File: src/rtl/poly_synth_pkg.sv
// poly_synth_pkg: shared widths, voice record and ps2_key bit positions for the voice allocator
package poly_synth_pkg;
  localparam int KEY_W = 5;
  localparam int NOTE_W = 7;
  localparam int SC_EXT = 8;
  localparam int SC_PRESS = 9;
  localparam int SC_STROBE = 10;
  typedef logic [KEY_W-1:0] key_t;
  typedef logic [NOTE_W-1:0] note_t;
  typedef struct packed {
    key_t key;
    note_t note;
    logic gate;
    logic pending;
  } voice_t;
endpackage

File: src/rtl/poly_voice_allocator_if.sv
// poly_voice_allocator_if: keyboard/pedal inputs and per-voice outputs of the allocator
interface poly_voice_allocator_if #(parameter int NUM_VOICES = 8);
  logic [10:0] ps2_key;
  logic [2:0] octave;
  logic sustain;
  logic [NUM_VOICES*7-1:0] voice_note;
  logic [NUM_VOICES-1:0] voice_gate;
  logic [NUM_VOICES-1:0] voice_trig;
  logic [4:0] active_count;
  modport master (output ps2_key, octave, sustain, input voice_note, voice_gate, voice_trig, active_count);
  modport slave (input ps2_key, octave, sustain, output voice_note, voice_gate, voice_trig, active_count);
endinterface

File: src/rtl/poly_voice_allocator_scancode_to_key.sv
// scancode_to_key: ps2 set-2 scancode to two-octave piano key index
module scancode_to_key
  import poly_synth_pkg::*;
(
  input  logic [7:0] i_sc,
  output logic       o_valid,
  output key_t       o_key
);
  always_comb begin
    o_valid = 1'b1;
    o_key = '0;
    case (i_sc)
      8'h1A: o_key = 5'd0;
      8'h1B: o_key = 5'd1;
      8'h22: o_key = 5'd2;
      8'h23: o_key = 5'd3;
      8'h21: o_key = 5'd4;
      8'h2A: o_key = 5'd5;
      8'h34: o_key = 5'd6;
      8'h32: o_key = 5'd7;
      8'h33: o_key = 5'd8;
      8'h31: o_key = 5'd9;
      8'h3B: o_key = 5'd10;
      8'h3A: o_key = 5'd11;
      8'h41: o_key = 5'd12;
      8'h15: o_key = 5'd12;
      8'h1E: o_key = 5'd13;
      8'h1D: o_key = 5'd14;
      8'h26: o_key = 5'd15;
      8'h24: o_key = 5'd16;
      8'h2D: o_key = 5'd17;
      8'h2E: o_key = 5'd18;
      8'h2C: o_key = 5'd19;
      8'h36: o_key = 5'd20;
      8'h35: o_key = 5'd21;
      8'h3D: o_key = 5'd22;
      8'h3C: o_key = 5'd23;
      8'h43: o_key = 5'd24;
      default: o_valid = 1'b0;
    endcase
  end
endmodule

File: src/rtl/poly_voice_allocator.sv
// poly_voice_allocator: ps2 key events to polyphonic voice note/gate/trigger with LRU stealing and sustain
module poly_voice_allocator
  import poly_synth_pkg::*;
#(
  parameter int NUM_VOICES = 8,
  parameter int BASE_NOTE = 48,
  parameter int STEAL_EN = 1
) (
  input logic clk,
  input logic reset,
  poly_voice_allocator_if.slave bus
);
  localparam int RW = 4;
  logic r_prev_strobe, r_sus, r_s1_valid, r_s1_press;
  key_t r_s1_key;
  note_t r_s1_note;
  voice_t r_v [NUM_VOICES];
  logic [RW-1:0] r_rank [NUM_VOICES];
  logic [NUM_VOICES-1:0] r_trig;
  logic [4:0] r_cnt;
  logic w_event, w_map_valid;
  key_t w_map_key;
  logic signed [8:0] w_oct, w_sum;
  note_t w_note;
  voice_t w_v [NUM_VOICES];
  logic [RW-1:0] w_rank [NUM_VOICES];
  logic [NUM_VOICES-1:0] w_trig;
  logic [4:0] w_cnt;
  logic w_hit, w_free, w_alloc;
  logic [RW-1:0] w_hit_idx, w_free_idx, w_old_idx, w_sel, w_sel_rank;
  scancode_to_key u_map (.i_sc(bus.ps2_key[7:0]), .o_valid(w_map_valid), .o_key(w_map_key));
  assign w_event = bus.ps2_key[SC_STROBE] != r_prev_strobe;
  assign w_oct = {{6{bus.octave[2]}}, bus.octave};
  assign w_sum = 9'(BASE_NOTE) + signed'({4'b0, w_map_key}) + w_oct * 9'sd12;
  assign w_note = w_sum < 0 ? 7'd0 : w_sum > 9'sd127 ? 7'd127 : w_sum[6:0];
  always_comb begin
    w_hit = 1'b0;
    w_free = 1'b0;
    w_hit_idx = '0;
    w_free_idx = '0;
    w_old_idx = '0;
    w_sel_rank = '0;
    w_trig = '0;
    w_cnt = '0;
    w_rank = r_rank;
    // sustain release lands before this cycle's event so freed voices are reusable
    for (int v = 0; v < NUM_VOICES; v++) begin
      w_v[v] = r_v[v];
      if (r_sus && !bus.sustain && r_v[v].pending) begin
        w_v[v].gate = 1'b0;
        w_v[v].pending = 1'b0;
      end
    end
    for (int v = NUM_VOICES - 1; v >= 0; v--) begin
      if (w_v[v].gate && w_v[v].key == r_s1_key) begin
        w_hit = 1'b1;
        w_hit_idx = RW'(v);
      end
      if (!w_v[v].gate) begin
        w_free = 1'b1;
        w_free_idx = RW'(v);
      end
      if (r_rank[v] == RW'(NUM_VOICES - 1)) w_old_idx = RW'(v);
    end
    w_alloc = r_s1_valid && r_s1_press && (w_hit || w_free || STEAL_EN != 0);
    w_sel = w_hit ? w_hit_idx : w_free ? w_free_idx : w_old_idx;
    for (int v = 0; v < NUM_VOICES; v++)
      if (RW'(v) == w_sel) w_sel_rank = r_rank[v];
    for (int v = 0; v < NUM_VOICES; v++) begin
      if (w_alloc) begin
        w_rank[v] = RW'(v) == w_sel ? '0 : r_rank[v] < w_sel_rank ? r_rank[v] + 1'b1 : r_rank[v];
        if (RW'(v) == w_sel) begin
          w_v[v] = '{key: r_s1_key, note: r_s1_note, gate: 1'b1, pending: 1'b0};
          w_trig[v] = 1'b1;
        end
      end else if (r_s1_valid && !r_s1_press && w_hit && RW'(v) == w_hit_idx) begin
        w_v[v].pending = bus.sustain;
        w_v[v].gate = bus.sustain;
      end
      w_cnt = w_cnt + 5'(w_v[v].gate);
    end
  end
  always_ff @(posedge clk) begin
    r_prev_strobe <= bus.ps2_key[SC_STROBE];
    r_sus <= bus.sustain;
    if (reset) begin
      r_s1_valid <= 1'b0;
      r_s1_press <= 1'b0;
      r_s1_key <= '0;
      r_s1_note <= '0;
      r_trig <= '0;
      r_cnt <= '0;
      for (int v = 0; v < NUM_VOICES; v++) begin
        r_v[v] <= '0;
        r_rank[v] <= RW'(v);
      end
    end else begin
      r_s1_valid <= w_event && !bus.ps2_key[SC_EXT] && w_map_valid;
      r_s1_press <= bus.ps2_key[SC_PRESS];
      r_s1_key <= w_map_key;
      r_s1_note <= w_note;
      r_trig <= w_trig;
      r_cnt <= w_cnt;
      r_v <= w_v;
      r_rank <= w_rank;
    end
  end
  for (genvar i = 0; i < NUM_VOICES; i++) begin : g_out
    assign bus.voice_note[7*i+:7] = r_v[i].note;
    assign bus.voice_gate[i] = r_v[i].gate;
  end
  assign bus.voice_trig = r_trig;
  assign bus.active_count = r_cnt;
endmodule
File: src/flat_wrapper.sv
// flat-port wrapper written by rule: the top's interface ports become plain ports
module poly_voice_allocator_flat import poly_synth_pkg::*;
#(
  parameter int NUM_VOICES = 8,
  parameter int BASE_NOTE = 48,
  parameter int STEAL_EN = 1
)
  (clk, reset, bus_ps2_key, bus_octave, bus_sustain, bus_voice_note, bus_voice_gate, bus_voice_trig, bus_active_count);
  poly_voice_allocator_if #(.NUM_VOICES(NUM_VOICES)) bus_i ();
  input logic clk;
  input logic reset;
  input wire logic [$bits(bus_i.ps2_key)-1:0] bus_ps2_key;
  input wire logic [$bits(bus_i.octave)-1:0] bus_octave;
  input wire logic [$bits(bus_i.sustain)-1:0] bus_sustain;
  output wire logic [$bits(bus_i.voice_note)-1:0] bus_voice_note;
  output wire logic [$bits(bus_i.voice_gate)-1:0] bus_voice_gate;
  output wire logic [$bits(bus_i.voice_trig)-1:0] bus_voice_trig;
  output wire logic [$bits(bus_i.active_count)-1:0] bus_active_count;
  assign bus_i.ps2_key = bus_ps2_key;
  assign bus_i.octave = bus_octave;
  assign bus_i.sustain = bus_sustain;
  assign bus_voice_note = bus_i.voice_note;
  assign bus_voice_gate = bus_i.voice_gate;
  assign bus_voice_trig = bus_i.voice_trig;
  assign bus_active_count = bus_i.active_count;
  poly_voice_allocator #(.NUM_VOICES(NUM_VOICES), .BASE_NOTE(BASE_NOTE), .STEAL_EN(STEAL_EN)) u_core (.clk(clk), .reset(reset), .bus(bus_i));
endmodule
File: config.mk
export PLATFORM = sky130hd
export DESIGN_NAME = poly_voice_allocator_flat
export DESIGN_NICKNAME = d
export VERILOG_FILES = /design/src/rtl/poly_synth_pkg.sv /design/src/rtl/poly_voice_allocator_if.sv /design/src/rtl/poly_voice_allocator_scancode_to_key.sv /design/src/rtl/poly_voice_allocator.sv /design/src/flat_wrapper.sv
export SDC_FILE = /design/constraint.sdc
export NUM_CORES = 1
export LEC_CHECK = 0
export CELL_PAD_IN_SITES_DETAIL_PLACEMENT = 1
export CELL_PAD_IN_SITES_GLOBAL_PLACEMENT = 1
export CORE_MARGIN = 1.5
export CORE_UTILIZATION = 39
export DETAILED_ROUTE_END_ITERATION = 6
export GPL_TIMING_DRIVEN = 0
export PLACE_DENSITY = 0.76
export SLEW_MARGIN = 10
export SYNTH_ARGS = -nofsm -noshare
export SYNTH_HDL_FRONTEND = slang
export SYNTH_SLANG_ARGS = --single-unit
File: constraint.sdc
create_clock -name clk -period 6.4 [get_ports clk]
set_input_delay 1.28 -clock clk [delete_from_list [all_inputs] [get_ports clk]]
set_output_delay 1.28 -clock clk [all_outputs]
set_load 0.05 [all_outputs]
==> flow_summary.toml, run 1 <==
[power_and_ir_drop]
finalPower_mw = 2.36
power.density_mw_per_mm2 = 198
cellLeakagePower_nw = 4.48
worst_ir_drop_vdd_mv = 0.127

[cts]
worst_skew_pair.late_latency_ns = 0.45
htree_num_levels = 4
clock_tree_from_tritoncts = "done"
cts.path.max_buffers = 2
path_clk_slew_ns = 0.08
cts_inserted_buffers = 17
clock_sink_total = 172
cts-root-buf = "sky130_fd_sc_hd__clkbuf_16"

[place]
dpl_worst_slack_ns = -1.44
gpl.final_weighted_congestion = 0.908
dp.cells = 1679
port_buffers = 89
postPlaceCellArea_mm2 = 0.0111
post-dp-hpwl_um = 24200

[timing]
worst_clock_skew_ns = 0.0160
layout_min_cycle_time_ns = 6.18
timing.final.setup_violations = 0
final_min_period_over_clock_period_pct = 96.6
finalHoldViolations = 0
setup_tns_ns = 0
max_freq_mhz = 162
worst-slew-pin-transition_ns = 1.07
final-max-slew-violation-count = 0
layout_setup_ws_ns = 0.216
slew_headroom_pct = 27.0

[floorplanning]
fp.dieArea_mm2 = 0.0262
initial_utilization_pct = 40.1
chipWidth_um = 162
placeableCoreArea_mm2 = 0.0245
fp.dieH_um = 162
ioPinCount = 94
placementRows = 57

[finish]
finish.instance_area_mm2 = 0.0119
fin_cells = 1716
num-fill-cells = 3060
area_taken_by_flip_flops_and_latches_mm2 = 0.00344
multi_input_comb_area_mm2 = 0.00553
antenna_cells_inserted = 0
drive_above_1_share_pct = 12.0
fin_nets = 1447
flow.area_growth_from_synthesis_pct = 21.1

[detailed_routing]
drt_pre_antenna_iters = 5
total_vias_in_the_final_route = 9563
detail_route.vias_per_cell = 5.57
ant_nets = 0
drc_errors = 0
drt-initial-drc-count = 663
drt-total-wl_um = 33100
detail_route.wl_per_cell_um = 19.3

[synthesis]
post_synth_inst_count = 1266
synthesis_warning_total = 0
syn_nets = 1334
yosys_register_bits = 172
postSynth.topFlopCell = "sky130_fd_sc_hd__dfxtp_1"
ys_async_sr_fraction_pct = 0
synth_seq_area_share_pct = 35.0
synth_enable_flop_cells = 0
ys_types = 76
syn-cell-area_mm2 = 0.00983
synthesis.area_per_instance_um2 = 7.77

[global_route]
pin_count_of_the_biggest_net_entering_global_routing = 20
grt_pass1_vias = 9473
top_usage_layer = "met2"
grt.total_usage_pct = 25.6
grt_pass1_wl_um = 52300
met3_track_demand_over_resource_in_global_routing_pct = 3.01
grt_util_met2_pct = 42.0
grt_use_met1_pct = 34.8
grt-ovfl-total = 0
number_of_antenna_violations_at_the_first_check_in_global_routing = 0

[setup_path]
critical_path_maximum_fanout = 10
setup.worst_path.start_class = "input pin"
worst_setup_path_end_kind = "flip-flop"
timing.setup.critical_path_class = "in -> reg"
worst_ep_arrival_time_ns = 6.56
required_time_of_the_worst_setup_path_ns = 6.77

[job]
max_cap_violation_count = 0

[worst_hold_path]
timing.hold.worst.class = "reg -> reg"

[run_status]
outcome = "complete, no violations"
-- path summary, 6_finish.rpt --
path | startpoint | to | slack [ns] | cells after the start
worst max-delay path | bus_sustain | u_core.bus.active_count[1]$_SDFF_PP0_ | 0.22 | 22
worst min-delay path | u_core.bus.voice_note[10]$_SDFFE_PP0P_ | u_core.bus.voice_note[10]$_SDFFE_PP0P_ | 0.46 | 2
worst max register to register | u_core.r_s1_key[2]$_SDFF_PP0_ | u_core.bus.active_count[1]$_SDFF_PP0_ | 0.81 | 19
worst min register to register | u_core.bus.voice_note[10]$_SDFFE_PP0P_ | u_core.bus.voice_note[10]$_SDFFE_PP0P_ | 0.46 | 2
-- metrics by stage --
step / hold slack, ns / utilization, %
after floorplan: 0.437 / -
after global placement: 0.445 / 45.4
after detailed placement: 0.450 / 45.4
after CTS: 0.462 / 48.1
after global routing: 0.479 / 48.5
final: 0.456 / 48.5
-- cell families after synthesis --
family                   synth area share [%]
AO/OA/AOI/OAI                            20.2
XOR/XNOR                                 4.36
adder cells (fa/ha/maj)                  6.95
buffers and inverters                    9.93
flip-flops                               35.0
multiplexers                            0.433
other                                  0.0381
AND/OR/NAND/NOR                          23.1
-- cell usage after synthesis, types with 6 or more instances --
cell type                   count  area (um^2)
sky130_fd_sc_hd__nor2b_1        9         56.3
sky130_fd_sc_hd__a21oi_1      167          836
sky130_fd_sc_hd__fa_1           6          120
sky130_fd_sc_hd__nand4_1       17          106
sky130_fd_sc_hd__nor3_1        31          155
sky130_fd_sc_hd__nor2_1        68          255
sky130_fd_sc_hd__clkbuf_1      51          191
sky130_fd_sc_hd__or4_1          6         45.0
sky130_fd_sc_hd__a31oi_1       14         87.6
sky130_fd_sc_hd__o211ai_1      13         97.6
sky130_fd_sc_hd__inv_1         41          154
sky130_fd_sc_hd__nand2b_1       6         37.5
sky130_fd_sc_hd__clkbuf_2       7         35.0
sky130_fd_sc_hd__a2111oi_0      7         61.3
sky130_fd_sc_hd__nand3b_1       8         60.1
sky130_fd_sc_hd__xnor2_1       22          193
sky130_fd_sc_hd__buf_4         72          541
sky130_fd_sc_hd__o31ai_1        6         45.0
sky130_fd_sc_hd__nor4_1         8         50.1
sky130_fd_sc_hd__dfxtp_1      172         3440
sky130_fd_sc_hd__and2_1        13         81.3
sky130_fd_sc_hd__a21o_1         8         60.1
sky130_fd_sc_hd__o21ai_0       28          140
sky130_fd_sc_hd__nand2_1      268         1010
sky130_fd_sc_hd__a211oi_1       6         45.0
sky130_fd_sc_hd__xor2_1        27          236
sky130_fd_sc_hd__nand3_1       25          125
sky130_fd_sc_hd__and4_1         6         52.6
sky130_fd_sc_hd__a211o_1        7         61.3
sky130_fd_sc_hd__ha_1          45          563
-- report_power, final --
group          switching, mW  total (mW)  internal (mW)
combinational          0.132       0.190         0.0588
sequential            0.0108        1.09           1.08
clock                  0.539        1.08          0.540
total                  0.681        2.36           1.68
-- cells in the final DEF, fill, tap and decap left out, types with 8 or more instances in the layout --
cell type / instances
sky130_fd_sc_hd__nand2_1: 265
sky130_fd_sc_hd__buf_4: 78
sky130_fd_sc_hd__a31oi_1: 14
sky130_fd_sc_hd__a21o_1: 8
sky130_fd_sc_hd__nor2b_1: 9
sky130_fd_sc_hd__nand4_1: 17
sky130_fd_sc_hd__nand3b_1: 8
sky130_fd_sc_hd__xnor2_1: 22
sky130_fd_sc_hd__dfxtp_1: 172
sky130_fd_sc_hd__clkbuf_1: 46
sky130_fd_sc_hd__clkbuf_2: 10
sky130_fd_sc_hd__inv_1: 41
sky130_fd_sc_hd__nor2_1: 67
sky130_fd_sc_hd__o21ai_0: 28
sky130_fd_sc_hd__and2_1: 13
sky130_fd_sc_hd__clkdlybuf4s50_1: 88
sky130_fd_sc_hd__nand3_1: 25
sky130_fd_sc_hd__ha_1: 44
sky130_fd_sc_hd__o211ai_1: 13
sky130_fd_sc_hd__xor2_1: 27
sky130_fd_sc_hd__a21oi_1: 161
sky130_fd_sc_hd__clkbuf_16: 17
sky130_fd_sc_hd__nor3_1: 28
-- state kept, by name (all words and copies together) (netlist names) --
register                 cells
u_core.bus.voice_note       56
u_core.r_rank               32
u_core.r_s1_valid            1
u_core.r_s1_key              5
u_core.r_v                  48
u_core.r_s1_note             7
u_core.bus.active_count      4
u_core.r_prev_strobe         1
u_core.bus.voice_trig        8
u_core.bus.voice_gate        8
u_core.r_sus                 1
u_core.r_s1_press            1
-- worst max-delay path, stage by stage --
cell	delay, ns
sky130_fd_sc_hd__clkdlybuf4s15_2	0.28
sky130_fd_sc_hd__nand2b_1	0.18
sky130_fd_sc_hd__buf_4	0.19
sky130_fd_sc_hd__o211ai_1	0.51
sky130_fd_sc_hd__nor3_2	0.13
sky130_fd_sc_hd__a211oi_2	0.32
sky130_fd_sc_hd__or2_0	0.14
sky130_fd_sc_hd__clkbuf_2	0.17
sky130_fd_sc_hd__buf_6	0.16
sky130_fd_sc_hd__nand2_2	0.11
sky130_fd_sc_hd__nor2_4	0.21
sky130_fd_sc_hd__nand2_2	0.14
sky130_fd_sc_hd__a21oi_2	0.25
sky130_fd_sc_hd__ha_4	0.25
sky130_fd_sc_hd__fa_1	0.53
sky130_fd_sc_hd__inv_1	0.06
sky130_fd_sc_hd__fa_1	0.51
sky130_fd_sc_hd__inv_1	0.06
sky130_fd_sc_hd__fa_1	0.44
sky130_fd_sc_hd__inv_1	0.08
sky130_fd_sc_hd__fa_1	0.42
sky130_fd_sc_hd__nor2_1	0.12
-- cell type report --
class                           instances  share of cell area (%)
Buffer                                138                    6.96
Clock buffer                           18                    3.69
Clock inverter                         14                    1.43
Inverter                               41                    1.29
Multi-Input combinational cell        914                    46.4
Sequential cell                       172                    28.9
Tap cell                              324                    3.40
Timing Repair Buffer                   95                    7.87
-- metal layers --
layer  share of wire [%]  wire, um
met1                  46     15200
met2                  47     15500
met3                 4.8      1600
met4                 2.6       850
met5                   0         0
-- what timing repair did --
action	in CTS	in global routing
gates cloned	0	0
resized for setup	9	26
hold buffers	0	0
setup buffers	4	2
endpoints found under the setup margin	36	23
pin swaps	5	5
No activity file was read; power rests on OpenSTA's default activity.
==> run 2: changes to the inputs <==
--- a/config.mk
+++ b/config.mk
@@ -9,6 +9,7 @@
 export CELL_PAD_IN_SITES_GLOBAL_PLACEMENT = 1
 export CORE_MARGIN = 1.5
 export CORE_UTILIZATION = 39
+export CTS_CLUSTER_DIAMETER = 50
 export DETAILED_ROUTE_END_ITERATION = 6
 export GPL_TIMING_DRIVEN = 0
 export PLACE_DENSITY = 0.76
==> results of run 2 <==
The final DEF is identical to that of run 1; final timing and power are the same.
